===== config.mk =====
export PLATFORM = sky130hd
export DESIGN_NAME = uart_rx_flat
export DESIGN_NICKNAME = d
export VERILOG_FILES = /design/src/rtl/uart_pkg.sv /design/src/rtl/uart_rx_if.sv /design/src/rtl/sync_2ff.sv /design/src/rtl/uart_rx.sv /design/src/flat_wrapper.sv
export SDC_FILE = /design/constraint.sdc
export NUM_CORES = 1
export LEC_CHECK = 0
export CORE_UTILIZATION = 63
export CTS_BUF_LIST = sky130_fd_sc_hd__clkbuf_16
export CTS_CLUSTER_DIAMETER = 80
export CTS_CLUSTER_SIZE = 10
export DETAILED_ROUTE_END_ITERATION = 7
export GPL_TIMING_DRIVEN = 0
export PLACE_DENSITY = 0.84
export REMOVE_ABC_BUFFERS = 1
export SYNTH_ARGS = -nofsm -noshare
export SYNTH_HDL_FRONTEND = slang
export SYNTH_SLANG_ARGS = --single-unit

===== constraint.sdc =====
create_clock -name clk -period 3.5 [get_ports clk]
set_input_delay 0.7 -clock clk [delete_from_list [all_inputs] [get_ports clk]]
set_output_delay 0.7 -clock clk [all_outputs]
set_load 0.005 [all_outputs]

===== src/rtl/uart_pkg.sv =====
// Shared UART definitions: receiver/transmitter state encoding and bit-period math.
package uart_pkg;

  typedef enum logic [2:0] {
    ST_IDLE  = 3'd0,
    ST_START = 3'd1,
    ST_DATA  = 3'd2,
    ST_STOP  = 3'd3,
    ST_BREAK = 3'd4
  } uart_state_t;

  // Clock cycles per UART bit, truncated.
  function automatic int clks_per_bit(input int clk_freq, input int baud_rate);
    return clk_freq / baud_rate;
  endfunction

endpackage


===== src/rtl/uart_rx_if.sv =====
// Ready/valid stream carrying received UART words downstream.
interface uart_rx_if #(
  parameter int DATA_BITS = 8
) ();
  logic                 tvalid;
  logic                 tready;
  logic [DATA_BITS-1:0] tdata;

  modport master (output tvalid, output tdata, input tready);
  modport slave  (input tvalid, input tdata, output tready);
endinterface


===== src/rtl/sync_2ff.sv =====
// Two-flop synchroniser for asynchronous inputs; flops load RESET_VAL in reset.
module sync_2ff #(
  parameter int             WIDTH     = 1,
  parameter logic [WIDTH-1:0] RESET_VAL = '1
) (
  input  logic             clk,
  input  logic             aresetn,
  input  logic [WIDTH-1:0] d,
  output logic [WIDTH-1:0] q
);

  logic [WIDTH-1:0] meta_q;

  // Two back-to-back flops to settle metastability before use.
  always_ff @(posedge clk or negedge aresetn) begin
    if (!aresetn) begin
      meta_q <= RESET_VAL;
      q      <= RESET_VAL;
    end else begin
      meta_q <= d;
      q      <= meta_q;
    end
  end

endmodule


===== src/rtl/uart_rx.sv =====
// UART receiver: 8N1-style framing (DATA_BITS configurable), ready/valid output.
// Optional build macro UART_RX_MAJORITY_VOTE_EN: 2-of-3 vote around each sample
// point; the decision is taken one cycle later so the third sample is available.
//
// state    | meaning
// ---------+------------------------------------------------------------
// ST_IDLE  | line high, waiting for a falling edge
// ST_START | timing to mid start bit, rejecting glitches
// ST_DATA  | sampling data bits LSB-first, one per bit period
// ST_STOP  | sampling stop bit; good word or framing error
// ST_BREAK | line stuck low after framing error, wait for high
module uart_rx
  import uart_pkg::*;
#(
  parameter int CLK_FREQ  = 100_000_000,
  parameter int BAUD_RATE = 9600,
  parameter int DATA_BITS = 8
) (
  input  logic      clk,
  input  logic      aresetn,
  input  logic      serial_data,
  uart_rx_if.master m_axis,
  output logic      framing_error,
  output logic      overrun
);

  localparam int CLKS_PER_BIT = clks_per_bit(CLK_FREQ, BAUD_RATE);
  localparam int CNT_W        = $clog2(CLKS_PER_BIT);
  localparam int BIT_W        = $clog2(DATA_BITS + 1);
  localparam int MID          = CLKS_PER_BIT / 2 - 1;

`ifdef UART_RX_MAJORITY_VOTE_EN
  localparam int START_PT = MID + 1;
  if (CLKS_PER_BIT < 4) begin : g_cpb_check
    $error("uart_rx: majority vote needs at least 4 clocks per bit");
  end
`else
  localparam int START_PT = MID;
  if (CLKS_PER_BIT < 2) begin : g_cpb_check
    $error("uart_rx: need at least 2 clocks per bit");
  end
`endif

  localparam logic [CNT_W-1:0] START_CNT = CNT_W'(START_PT);
  localparam logic [CNT_W-1:0] LAST_CNT  = CNT_W'(CLKS_PER_BIT - 1);
  localparam logic [BIT_W-1:0] LAST_BIT  = BIT_W'(DATA_BITS - 1);

  logic                 rx_s;
  logic                 sample_bit;
  uart_state_t          state_q, state_d;
  logic [CNT_W-1:0]     baud_q, baud_d;
  logic [BIT_W-1:0]     bit_q, bit_d;
  logic [DATA_BITS-1:0] shift_q, shift_d;
  logic                 word_done, frame_err;
  logic                 tvalid_q;
  logic [DATA_BITS-1:0] tdata_q;

  sync_2ff #(.WIDTH(1), .RESET_VAL(1'b1)) u_sync (
    .clk     (clk),
    .aresetn (aresetn),
    .d       (serial_data),
    .q       (rx_s)
  );

`ifdef UART_RX_MAJORITY_VOTE_EN
  logic [1:0] hist_q;

  // Keep the two previous synchronised samples for the vote window.
  always_ff @(posedge clk or negedge aresetn) begin
    if (!aresetn) hist_q <= 2'b11;
    else          hist_q <= {hist_q[0], rx_s};
  end

  assign sample_bit = (hist_q[1] & hist_q[0]) | (hist_q[1] & rx_s) | (hist_q[0] & rx_s);
`else
  assign sample_bit = rx_s;
`endif

  // FSM and datapath registers.
  always_ff @(posedge clk or negedge aresetn) begin
    if (!aresetn) begin
      state_q <= ST_IDLE;
      baud_q  <= '0;
      bit_q   <= '0;
      shift_q <= '0;
    end else begin
      state_q <= state_d;
      baud_q  <= baud_d;
      bit_q   <= bit_d;
      shift_q <= shift_d;
    end
  end

  // Next-state, counter and shift-register logic.
  always_comb begin
    state_d   = state_q;
    baud_d    = baud_q;
    bit_d     = bit_q;
    shift_d   = shift_q;
    word_done = 1'b0;
    frame_err = 1'b0;
    case (state_q)
      ST_IDLE: begin
        baud_d = '0;
        bit_d  = '0;
        if (!rx_s) state_d = ST_START;
      end
      ST_START: begin
        if (baud_q == START_CNT) begin
          baud_d  = '0;
          bit_d   = '0;
          state_d = sample_bit ? ST_IDLE : ST_DATA;
        end else begin
          baud_d = baud_q + 1'b1;
        end
      end
      ST_DATA: begin
        if (baud_q == LAST_CNT) begin
          baud_d  = '0;
          shift_d = {sample_bit, shift_q[DATA_BITS-1:1]};
          bit_d   = bit_q + 1'b1;
          if (bit_q == LAST_BIT) state_d = ST_STOP;
        end else begin
          baud_d = baud_q + 1'b1;
        end
      end
      ST_STOP: begin
        if (baud_q == LAST_CNT) begin
          baud_d = '0;
          if (sample_bit) begin
            word_done = 1'b1;
            state_d   = ST_IDLE;
          end else begin
            frame_err = 1'b1;
            state_d   = ST_BREAK;
          end
        end else begin
          baud_d = baud_q + 1'b1;
        end
      end
      ST_BREAK: begin
        baud_d = '0;
        if (rx_s) state_d = ST_IDLE;
      end
      default: state_d = ST_IDLE;
    endcase
  end

  // Output holding register; a word arriving while it is still full is dropped.
  always_ff @(posedge clk or negedge aresetn) begin
    if (!aresetn) begin
      tvalid_q      <= 1'b0;
      tdata_q       <= '0;
      framing_error <= 1'b0;
      overrun       <= 1'b0;
    end else begin
      framing_error <= frame_err;
      overrun       <= 1'b0;
      if (tvalid_q && m_axis.tready) tvalid_q <= 1'b0;
      if (word_done) begin
        if (!tvalid_q || m_axis.tready) begin
          tdata_q  <= shift_q;
          tvalid_q <= 1'b1;
        end else begin
          overrun <= 1'b1;
        end
      end
    end
  end

  assign m_axis.tvalid = tvalid_q;
  assign m_axis.tdata  = tdata_q;

endmodule


===== src/flat_wrapper.sv =====
// flat-port wrapper written by rule: the top's interface ports become plain ports
module uart_rx_flat import uart_pkg::*;
#(
  parameter int CLK_FREQ  = 100_000_000,
  parameter int BAUD_RATE = 9600,
  parameter int DATA_BITS = 8
)
  (clk, aresetn, serial_data, framing_error, overrun, m_axis_tvalid, m_axis_tdata, m_axis_tready);
  uart_rx_if #(.DATA_BITS(DATA_BITS)) m_axis_i ();
  input  logic clk;
  input  logic aresetn;
  input  logic serial_data;
  output logic framing_error;
  output logic overrun;
  output wire logic [$bits(m_axis_i.tvalid)-1:0] m_axis_tvalid;
  output wire logic [$bits(m_axis_i.tdata)-1:0] m_axis_tdata;
  input wire logic [$bits(m_axis_i.tready)-1:0] m_axis_tready;
  assign m_axis_tvalid = m_axis_i.tvalid;
  assign m_axis_tdata = m_axis_i.tdata;
  assign m_axis_i.tready = m_axis_tready;
  uart_rx #(.CLK_FREQ(CLK_FREQ), .BAUD_RATE(BAUD_RATE), .DATA_BITS(DATA_BITS)) u_core (.clk(clk), .aresetn(aresetn), .serial_data(serial_data), .m_axis(m_axis_i), .framing_error(framing_error), .overrun(overrun));
endmodule

* Word-level counts from Yosys, hierarchy flattened
Index checks and enable logic that the tools add are counted.
Storage, ports and cells: output and inout port bits 11, bits of input ports 4, flip-flop bits (word level) 42
Operators by class: multiplexer cells 26, reduce and logical (&&, ||, !) cells 12, $add $sub $neg 2, equality and inequality tests 13
Operators with widths (count):
- 14-bit case mux with 3 select lines | 1
- 14-bit two-way mux | 2
- 3-bit two-way mux | 7
- 3-bit case mux with 5 select lines | 1
- 14-bit by 1-bit adder with 14-bit output (second input constant) | 1
- 14-bit by 13-bit equality test with 1-bit output (second input constant) | 1
- 14-bit equality test (second input constant) | 1
- 4-bit case mux with 3 select lines | 1
- 1-bit two-way mux | 11
- 4-bit two-way mux | 2
- 2-bit by 1-bit inequality test with 1-bit output (second input constant) | 4
- 3-bit by 2-bit equality test with 1-bit output (second input constant) | 2
- 6-bit AND reduction | 1
- 3-bit nonzero test | 2
- 4-bit by 1-bit adder with 4-bit output (second input constant) | 1
- 4-bit by 3-bit equality test with 1-bit output (second input constant) | 1
- 2-bit inequality test (second input constant) | 2
- 2-bit AND reduction | 2
- 2-bit OR reduction | 2
- 3-bit by 1-bit equality test with 1-bit output (second input constant) | 1
- 3-bit equality test (second input constant) | 1
- 3-bit zero test | 1
- 3-bit AND reduction | 1
- 2-bit two-way mux | 1
- 3 further kinds | 3

* Depth between registers and ports, before layout
Gate-level depths: netlist of the first run.
depth after elaboration 4, gate-level depth with buffers 6, gate-level depth less buffers 5

* Modules after synthesis
A second synthesis of the first run with hierarchy kept.
Unflattened totals: cell total of the unflattened synthesis 186, area, all modules 2008.2 µm²
By module, submodules not included:
- uart_rx | cells each 184, sequential area each 1001.0 µm², area each 1955.6 µm², instances 1
- sync_2ff | cells each 2, sequential area each 52.6 µm², area each 52.6 µm², instances 1

* Worst setup path before layout of the first run
OpenSTA, ideal clock, no wires.
kind reg-to-reg, start point register u_core.baud_q[0], end point register u_core.tdata_q[0] (netlist: u_core.m_axis.tdata[0]), cell stages (with the launch flop) 6, path slack 1.650 ns, required time 3.375 ns, arrival 1.725 ns, library setup time 0.125 ns, path through dfrtp_1 ha_1 and4_4 nand2_1 nor4b_4 mux2_2
Between the ends: word-level cells in the longest chain between the ends 4
Ends and longest elaborated chain:
- from (decl) | line uart_rx.sv:51 | logic [CNT_W-1:0] baud_q, baud_d;
- from (signal assigned) | line uart_rx.sv:88 | baud_q <= baud_d;
- 14-bit equality test | line uart_rx.sv:128 | if (baud_q == LAST_CNT) begin
- 1-bit two-way mux | line uart_rx.sv:128
- 1-bit two-way mux | line uart_rx.sv:102 | case (state_q)
- 2-bit AND reduction (no line)
- to (signal assigned) | line uart_rx.sv:162 | tdata_q <= shift_q;
- to (decl) | line uart_rx.sv:56 | logic [DATA_BITS-1:0] tdata_q;
Every way passes these cells. A chain may end at the register's enable or synchronous reset.

* Final worst setup path of the first run
start point register u_core.state_q[1], end point register u_core.tdata_q[4] (netlist: u_core.m_axis.tdata[4])
Between the ends: word-level cells in the longest chain between the ends 3
Ends and longest elaborated chain:
- from (decl) | line uart_rx.sv:50 | uart_state_t state_q, state_d;
- from (signal assigned) | line uart_rx.sv:87 | state_q <= state_d;
- 3-bit by 2-bit equality test with 1-bit output | line uart_rx.sv:102
- 1-bit two-way mux | line uart_rx.sv:102
- 2-bit AND reduction (no line)
Every way passes these cells.

==> results of run 1 <==
-- where the power goes --
part           internal (uW)  switching (uW)  total (uW)
combinational           3.04            9.54        12.6
sequential               488            1.37         489
clock                    337             188         525
total                    828             199        1030
-- sequential cells by signal, summed over array words and instances (netlist names) --
register              cells
u_core.u_sync.q           1
u_core.bit_q              4
u_core.m_axis.tvalid      1
u_core.baud_q            14
u_core.overrun            1
u_core.u_sync.meta_q      1
u_core.framing_error      1
u_core.shift_q            8
u_core.state_q            3
u_core.m_axis.tdata       8
-- area by class of cell --
type / count / share of cell area [%]
multi-input combinational: 148 / 42.9
tap: 46 / 2.30
clock inverter: 3 / 1.75
clock buffer: 5 / 5.01
inverter: 3 / 0.450
timing repair buffer: 14 / 5.41
sequential: 42 / 42.1
-- per-layer routing --
layer | wire length, um | up-vias | track usage [%]
met5 | 0 | - | 0
met4 | 80 | 0 | 10.4
met3 | 323 | 11 | 5.04
met2 | 2500 | 90 | 48.1
met1 | 2010 | 909 | 37.2
li1 | - | 802 | -
-- Yosys cell counts (3+ instances only) --
| cell | count | area [um2] |
|---|---|---|
| a41oi_1 | 4 | 35.0 |
| clkbuf_1 | 8 | 30.0 |
| and2_1 | 3 | 18.8 |
| o21ai_0 | 12 | 60.1 |
| nand2b_1 | 3 | 18.8 |
| o31ai_1 | 4 | 30.0 |
| mux2_2 | 16 | 180 |
| nor3_1 | 6 | 30.0 |
| dfrtp_1 | 40 | 1000 |
| inv_1 | 3 | 11.3 |
| nand3_1 | 6 | 30.0 |
| a21oi_1 | 6 | 30.0 |
| o211ai_1 | 3 | 22.5 |
| nor2_1 | 9 | 33.8 |
| nand2_1 | 16 | 60.1 |
| clkbuf_2 | 3 | 15.0 |
| and3_1 | 4 | 25.0 |
| nand4_1 | 7 | 43.8 |
| buf_2 | 3 | 15.0 |
| mux2i_1 | 4 | 40.0 |
-- per-stage QoR --
step	hold slack, ns	setup slack [ns]	instances	util [%]	cell area [um2]
global route	0.358	0.713	261	74.9	2500
finish	0.355	0.867	261	74.9	2500
detailed placement	0.347	0.880	253	69.9	2330
floorplan	0.345	1.34	193	-	2140
global placement	0.347	0.816	253	70.0	2340
CTS	0.356	0.866	261	74.9	2500
-- cell families after synthesis --
logic type,Yosys count,synth area share (%)
AO/OA/AOI/OAI,47,14.7
adder cells (fa/ha/maj),2,1.13
buffers and inverters,18,3.74
flip-flops,42,47.7
AND/OR/NAND/NOR,79,22.8
multiplexers,20,9.97
-- layout by cell type, fill, tap and decap left out, drive strengths merged, types with 3 or more instances in the layout --
master and count:
dfrtp 40, nand2 16, mux2 16, clkdlybuf4s50 13, o21ai 12, nor2 9, nand4 7, nor3 6
nand3 6, a21oi 6, clkbuf 5, and2 5, mux2i 4, a41oi 4, o31ai 4, and3 4
inv 4, nor4b 4, and4 4, nand2b 3, o211ai 3
-- path summary, 6_finish.rpt --
kind | startpoint | cells after the start | to | slack [ns]
worst max-delay path | u_core.state_q[1] | 4 | u_core.m_axis.tdata[4] | 0.87
worst min-delay path | u_core.u_sync.meta_q | 0 | u_core.u_sync.q | 0.36
worst max register to register | u_core.state_q[1] | 4 | u_core.m_axis.tdata[4] | 0.87
worst min register to register | u_core.u_sync.meta_q | 0 | u_core.u_sync.q | 0.36
max in group asynchronous | aresetn | 1 | u_core.baud_q[6] | 2.38
min in group asynchronous | aresetn | 1 | u_core.baud_q[12] | 0.55
==> impl_metrics.ini, run 1 <==
[outcome]
run_status = completed

[die]
die-area_um2 = 3750
die_w_um = 61.2
ios = 15
coreArea_um2 = 3340
fp-row-count = 21
initial_core_util_pct = 66.2
die_h_um = 61.2

[setup_path]
cp_slowest_cell = nor2b_1
cp_top_family = simple AND/OR/NAND/NOR gates
crit_buf_inv = 0
path_cells = nor2b_1, nand3_1, nor4b_4, mux2_2
crit_required_ns = 3.67
path_class = reg2reg
critical_path_arrival_ns = 2.80
end_kind = flip-flop
cp_max_fo = 13
max_stage_delay_ns = 0.69
cp-start-kind = flip-flop

[sta]
hold_viol_final = 0
tightest_slew_ns = 0.914
max_slew_margin_pct = 39.1
rsz0062_at_grt = false
fin_setup_tns_ns = 0
clock_skew_ns = 0.00288
period_needed_ns = 2.63
setup_viol = 0
max_freq_mhz = 380
slew_viol_final = 0
fin_crit_sh_pct = 75.2

[clock_tree]
clockRootBuffer = clkbuf_16
clkLatencyLatePin_ns = 0.28
tritoncts = built
clkTransAtPathRegs_ns = 0.06
cts.sinks = 42
postCtsSetupRepairBufs = 0
cts_buffers = 5
cts_resized = 0
h-tree-depth = 2
ctsLongestPathBuffers = 2
hold_buffers = 0

[pwr]
cellLeakagePower_uw = 0.00104
peakVddDrop_mv = 0.295
power.total_uw = 1030
p_per_area_nw_per_um2 = 411

[layout]
area_growth_syn_to_layout_pct = 13.1
seq_area_um2 = 1050
layout-drive-gt1-share_pct = 16.3
n_fill_cell = 224
fin_nets = 220
multi_input_area_um2 = 1070
antenna_cells = 0

[route]
dr.pass1.iters = 4
initialDrtViolationCount = 139
vias = 1812
wl_per_cell_um = 18.8
drc = 0
totalWireLength_mm = 4.91
postRouteAntennaNets = 0
viasPerCell = 6.94

[grt]
grt_pass1_wl_mm = 7.74
grt_overflow = 0
grt_max_degree = 43
grt_use_total_pct = 28.6
antenna_found_initial = 0
grt_pass1_vias = 1653

[placement]
gp_congestion = 0.884
port_buffers = 14
dp_hpwl_mm = 3.15

[logic_synthesis]
syn_area_per_cell_um2 = 10.6
synth_seq_area_share_pct = 47.7
synth_ff_type = dfrtp_1
ys_ff_latch = 42
syn_area_um2 = 2210
ys_async_sr_fraction_pct = 100
synth_edf_count = 0
yosysWarnings = 0
yosysUniqueCellTypes = 52
syn_inst = 208

[worst_hold_path]
worst_hold_path_type = reg2reg

[job]
maxCapViolations = 0
Note: power is estimated with default switching activity, not from simulation.
==> run 2, diff against run 1 <==
--- a/config.mk
+++ b/config.mk
@@ -5,13 +5,13 @@
 export SDC_FILE = /design/constraint.sdc
 export NUM_CORES = 1
 export LEC_CHECK = 0
-export CORE_UTILIZATION = 63
+export CORE_UTILIZATION = 58
 export CTS_BUF_LIST = sky130_fd_sc_hd__clkbuf_16
 export CTS_CLUSTER_DIAMETER = 80
 export CTS_CLUSTER_SIZE = 10
 export DETAILED_ROUTE_END_ITERATION = 7
 export GPL_TIMING_DRIVEN = 0
-export PLACE_DENSITY = 0.84
+export PLACE_DENSITY = 0.79
 export REMOVE_ABC_BUFFERS = 1
 export SYNTH_ARGS = -nofsm -noshare
 export SYNTH_HDL_FRONTEND = slang
==> constraint.sdc (replaced) <==
create_clock -name clk -period 2.6 [get_ports clk]
set_input_delay 0.52 -clock clk [delete_from_list [all_inputs] [get_ports clk]]
set_output_delay 0.52 -clock clk [all_outputs]
set_load 0.005 [all_outputs]
==> impl_metrics.ini, run 2 (synthesis gave the netlist of run 1 again) <==
[grt]
grt_max_degree = 43
grt_pass1_vias = 1767
grt_pass1_wl_mm = 8.07
grt_use_total_pct = 26.1
antenna_found_initial = 0
grt_overflow = 0

[setup_path]
crit_buf_inv = 0
end_kind = flip-flop
cp_slowest_cell = nor4b_4
cp_max_fo = 13
critical_path_arrival_ns = 2.46
cp_top_family = simple AND/OR/NAND/NOR gates
path_class = reg2reg
path_cells = nor2b_4, nand3_1, nor4b_4, mux2_2
cp-start-kind = flip-flop
max_stage_delay_ns = 0.62
crit_required_ns = 2.77

[outcome]
run_status = completed

[clock_tree]
h-tree-depth = 2
cts.sinks = 42
clockRootBuffer = clkbuf_16
hold_buffers = 0
ctsLongestPathBuffers = 2
clkTransAtPathRegs_ns = 0.06
tritoncts = built
cts_buffers = 5
clkLatencyLatePin_ns = 0.29

[pwr]
p_per_area_nw_per_um2 = 577
cellLeakagePower_uw = 0.00107
power.total_uw = 1480
peakVddDrop_mv = 0.406

[sta]
fin_setup_tns_ns = 0
max_freq_mhz = 435
setup_viol = 0
clock_skew_ns = 0.00928
whs_ns = 0.354
period_needed_ns = 2.30
max_slew_margin_pct = 39.3
hold_viol_final = 0
tightest_slew_ns = 0.911
fin_crit_sh_pct = 88.4
slew_viol_final = 0
rsz0062_at_grt = false

[die]
die-area_um2 = 4060
fp-row-count = 22
initial_core_util_pct = 60.4
coreArea_um2 = 3660
die_w_um = 63.7
ios = 15
die_h_um = 63.7

[layout]
final_cell_mix = dfrtp_1, nand2_1, mux2_2
antenna_cells = 0
layout_commonest_cell = dfrtp_1
top_register = u_core.baud_q
largest_reg_flops = 14
layout-drive-gt1-share_pct = 18.7
n_fill_cell = 246
fin_nets = 224
area_growth_syn_to_layout_pct = 16.3

[route]
dr.pass1.iters = 4
totalWireLength_mm = 4.83
wl_per_cell_um = 18.1
vias = 1778
postRouteAntennaNets = 0
viasPerCell = 6.66
initialDrtViolationCount = 165
drc = 0

[placement]
port_buffers = 14
dp_hpwl_mm = 3.04
gp_congestion = 0.831

[worst_hold_path]
worst_hold_path_type = reg2reg

[job]
maxCapViolations = 0
==> run 2: worst register-to-register path: cells and delay by family (launching register included) <==
kind,cells,cell delay (ns)
flip-flops,1,0.60
multiplexers,1,0.41
AND/OR/NAND/NOR,3,1.17
==> run 2: layout make-up <==
cell class              count  area, um2  share of cell area (%)
clock buffers               5        125                    4.87
repair buffers             18        165                    6.43
clock inverters             3       68.8                    2.68
flip-flops and latches     42       1050                    41.0
well taps                  48       60.1                    2.34
multi-input cells         148       1090                    42.3
inverters                   3       11.3                   0.438
==> run 2: worst paths after layout <==
| path | slack [ns] | depth (start not counted) | start | to |
|---|---|---|---|---|
| setup / recovery | 0.30 | 4 | u_core.state_q[1] | u_core.m_axis.tdata[7] |
| hold / removal | 0.35 | 0 | u_core.u_sync.meta_q | u_core.u_sync.q |
| setup reg to reg | 0.30 | 4 | u_core.state_q[1] | u_core.m_axis.tdata[7] |
| hold reg to reg | 0.35 | 0 | u_core.u_sync.meta_q | u_core.u_sync.q |
| max in group asynchronous | 1.66 | 1 | aresetn | u_core.bit_q[3] |
| min in group asynchronous | 0.36 | 1 | aresetn | u_core.m_axis.tdata[0] |
==> run 2: metrics by stage <==
step	utilization, %	instance area (um2)	std cells	worst slack, ns
2_1_floorplan	-	2140	193	0.440
3_3_place_gp	63.9	2340	255	0.0299
3_5_place_dp	63.7	2330	255	-0.00725
4_1_cts	69.1	2530	263	0.170
5_1_grt	70.2	2570	267	0.152
6_report	70.2	2570	267	0.302
==> run 2: power by group <==
group / total [uW] / switching, uW / internal (uW) / leakage [uW]
clock network: 808 / 257 / 551 / 0.0000940
logic: 16.7 / 12.7 / 4.07 / 0.000406
registers: 658 / 1.90 / 656 / 0.000565
total: 1480 / 271 / 1210 / 0.00106
==> run 2: routing by layer <==
layer / GRT usage, % / part of all wire [%]
met4: 11.1 / 1.7
met1: 33.6 / 42
met2: 41.4 / 50
met3: 7.07 / 5.8
met5: 0 / 0
==> run 2: timing repair <==
item / CTS / global route
setup endpoints to repair: 7 / 15
resized for setup: 1 / 2
pin swaps: 0 / 1
buffers inserted: 0 / 4
==> edit (settings of run 2) <==
Set the parameter `RESET_VAL` to 1'b0 (it was 1'b1).
--- a/src/rtl/uart_rx.sv
+++ b/src/rtl/uart_rx.sv
@@ -55,7 +55,7 @@
   logic                 tvalid_q;
   logic [DATA_BITS-1:0] tdata_q;
 
-  sync_2ff #(.WIDTH(1), .RESET_VAL(1'b1)) u_sync (
+  sync_2ff #(.WIDTH(1), .RESET_VAL(1'b0)) u_sync (
     .clk     (clk),
     .aresetn (aresetn),
     .d       (serial_data),
Behaviour: same outputs for any inputs over 10 cycles, from zero or initial values and one cycle with aresetn low; that may be too few to reach the edited logic, so the function may still have changed.
==> edit against run 2 <==
- critical path depth unchanged
- die area is 0.11% lower
- clock skew down 0.0056 ns
- area after synthesis down 0.11%
- sequential share of layout area up 1.1 points
- fmax down 0.72%
- count of clock-buffer cells in the layout did not move
- largest cell class unchanged
- routed wire length is 2.6% lower
- final area is 2.8% lower
- worst setup slack got worse by 0.017 ns
- non-clock buffer count is 3 lower
- synthesized cell count did not move
- total power is 14% lower
- sequential cell count is the same
==> edit: results (changes against run 2) <==
| Metric | Value |
|---|---|
| Initial antenna violation count | 0 (unchanged) |
| Number of flip-flops in the largest register | 14 (unchanged) |
| Port bufs | 14 (unchanged) |
| Top delay family on crit path | simple AND/OR/NAND/NOR gates |
| Top_reg_cell synth | dfrtp_1 |
| Total CTS buffers | 5 (unchanged) |
| First-pass GRT wire length | 7950 um (-1.5%) |
| Largest net degree at the start of global routing | 43 (unchanged) |
| DP Area | 2330 um^2 (-0.11%) |
| WL/cell | 17.8 um (-1.5%) |
| Vias per Instance | 6.60 (-0.91%) |
| Yosys cell types | 51 (-1.9%) |
| Post-synthesis async set-or-reset flop share | 100% (unchanged) |
| Final RePlAce weighted congestion | 0.835 (+0.43%) |
| H-tree level count | 2 (unchanged) |
| HPWL after DPL | 3100 um (+2.1%) |
| Crit-path slowest cell | nor4b_4 |
| Synth top area cells | dfrtp_1 (48%), mux2_2 (8.2%), o21ai_0 (2.7%), nand2_1 (2.7%), nor4b_4 (2.2%) |
| Outcome | complete, no violations |
| Sequential fraction of the synthesis area | 47.6% (-0.059 points) |
| Layout cells sized above 1 | 16.7% (-2.1 points) |
| Lkg Pwr | 1.03 nW (-3.2%) |
| Clock slew at reported path FFs | 0.06 ns (about the same) |
| Ant. Diodes | 0 (unchanged) |
| CP max stage delay | 0.64 ns (+0.02 ns) |
| Post-synthesis cell count | 208 (unchanged) |
| Internal reg-to-reg setup slack | 0.29 ns (-0.02 ns) |
| Worst min path class | input pin to asynchronous set/reset pin |
| Max Clock Skew | 0.00366 ns (-0.00562 ns) |
| Gr usage total | 25.6% (-0.53 points) |
| Peak supply drop | 0.280 mV (-31%) |
| Iteration-0 DRC Markers | 174 (+5.5%) |
| Slew at the pin with the worst max-slew slack | 0.918 ns (+0.00715 ns) |
| Max FO, Critical Path | 13 (unchanged) |
| Cell chosen for the clock root | clkbuf_16 |
| Post-synth top cells | dfrtp_1 (42), mux2_2 (16), nand2_1 (16) |
| Data arrival, critical path | 2.48 ns (+0.02 ns) |
| Largest reg by FF count | u_core.baud_q |
| Via count | 1742 (-2.0%) |
| Fin nets | 221 (-1.3%) |
| Final Hold Fails | 0 (unchanged) |
| Cell Count Post-Placement | 255 (unchanged) |
| Clk buf depth | 2 (unchanged) |
| Synth warnings | 0 (unchanged) |
| DR pass1 iterations | 4 (unchanged) |
| Insertion delay to the later sink of the worst-skew pair | 0.29 ns (about the same) |
edit: cells by family (layout without fill, tap and decap cells):
kind of cell,count (synthesis),count (layout),share of synthesized area [%]
buf+inv,18,26,3.74
mux,20,20,9.98
flops,42,42,47.6
compound gates,47,47,14.7
fa+ha+maj,2,2,1.13
simple gates,79,79,22.8
edit: per-layer routing:
metal	global-route usage (%)	up-vias	wire length, um
met3	4.71	7	220
met4	12.2	0	82
li1	-	807	-
met1	33.7	862	2100
met5	0	-	0
met2	40.6	66	2310
edit: area by class of cell:
type	count	area, um^2
clock inverters	3	21.3
repair buffers	15	143
inverters	3	11.3
clock buffers	5	125
flip-flops and latches	42	1050
multi-input cells	148	1090
fillers	258	1160
well taps	48	60.1
edit: power breakdown:
group	switching [mW]	leakage, nW	internal (mW)
registers	0.00182	0.567	0.655
logic	0.0132	0.393	0.00410
clock network	0.253	0.0698	0.355
edit: repair_timing:
item                                    in CTS  in global routing
endpoints found under the setup margin       8                 14
endpoints found under the hold margin        0                  0
pin swaps                                    0                  1
gates resized for setup                      1                  2
setup buffers                                0                  1
edit: per-stage QoR:
stage	utilization [%]	setup slack [ns]	hold slack (ns)
after detailed placement	63.7	0.0118	0.350
after floorplan	-	0.440	0.224
after global placement	63.8	0.0609	0.337
after CTS	67.7	0.156	0.363
final	68.2	0.285	0.367
after global routing	68.2	0.166	0.377
edit: worst paths after layout:
check	from	to	depth (start not counted)
max	u_core.state_q[1]$_DFFE_PN0P_	u_core.m_axis.tdata[0]$_DFFE_PN0P_	4
min	aresetn	u_core.shift_q[2]$_DFFE_PN0P_	1
max reg2reg	u_core.state_q[1]$_DFFE_PN0P_	u_core.m_axis.tdata[0]$_DFFE_PN0P_	4
min reg2reg	u_core.u_sync.meta_q$_DFF_PN0_	u_core.u_sync.q$_DFF_PN0_	0
max in group asynchronous	aresetn	u_core.baud_q[7]$_DFFE_PN0P_	1
min in group clk	u_core.u_sync.meta_q$_DFF_PN0_	u_core.u_sync.q$_DFF_PN0_	0
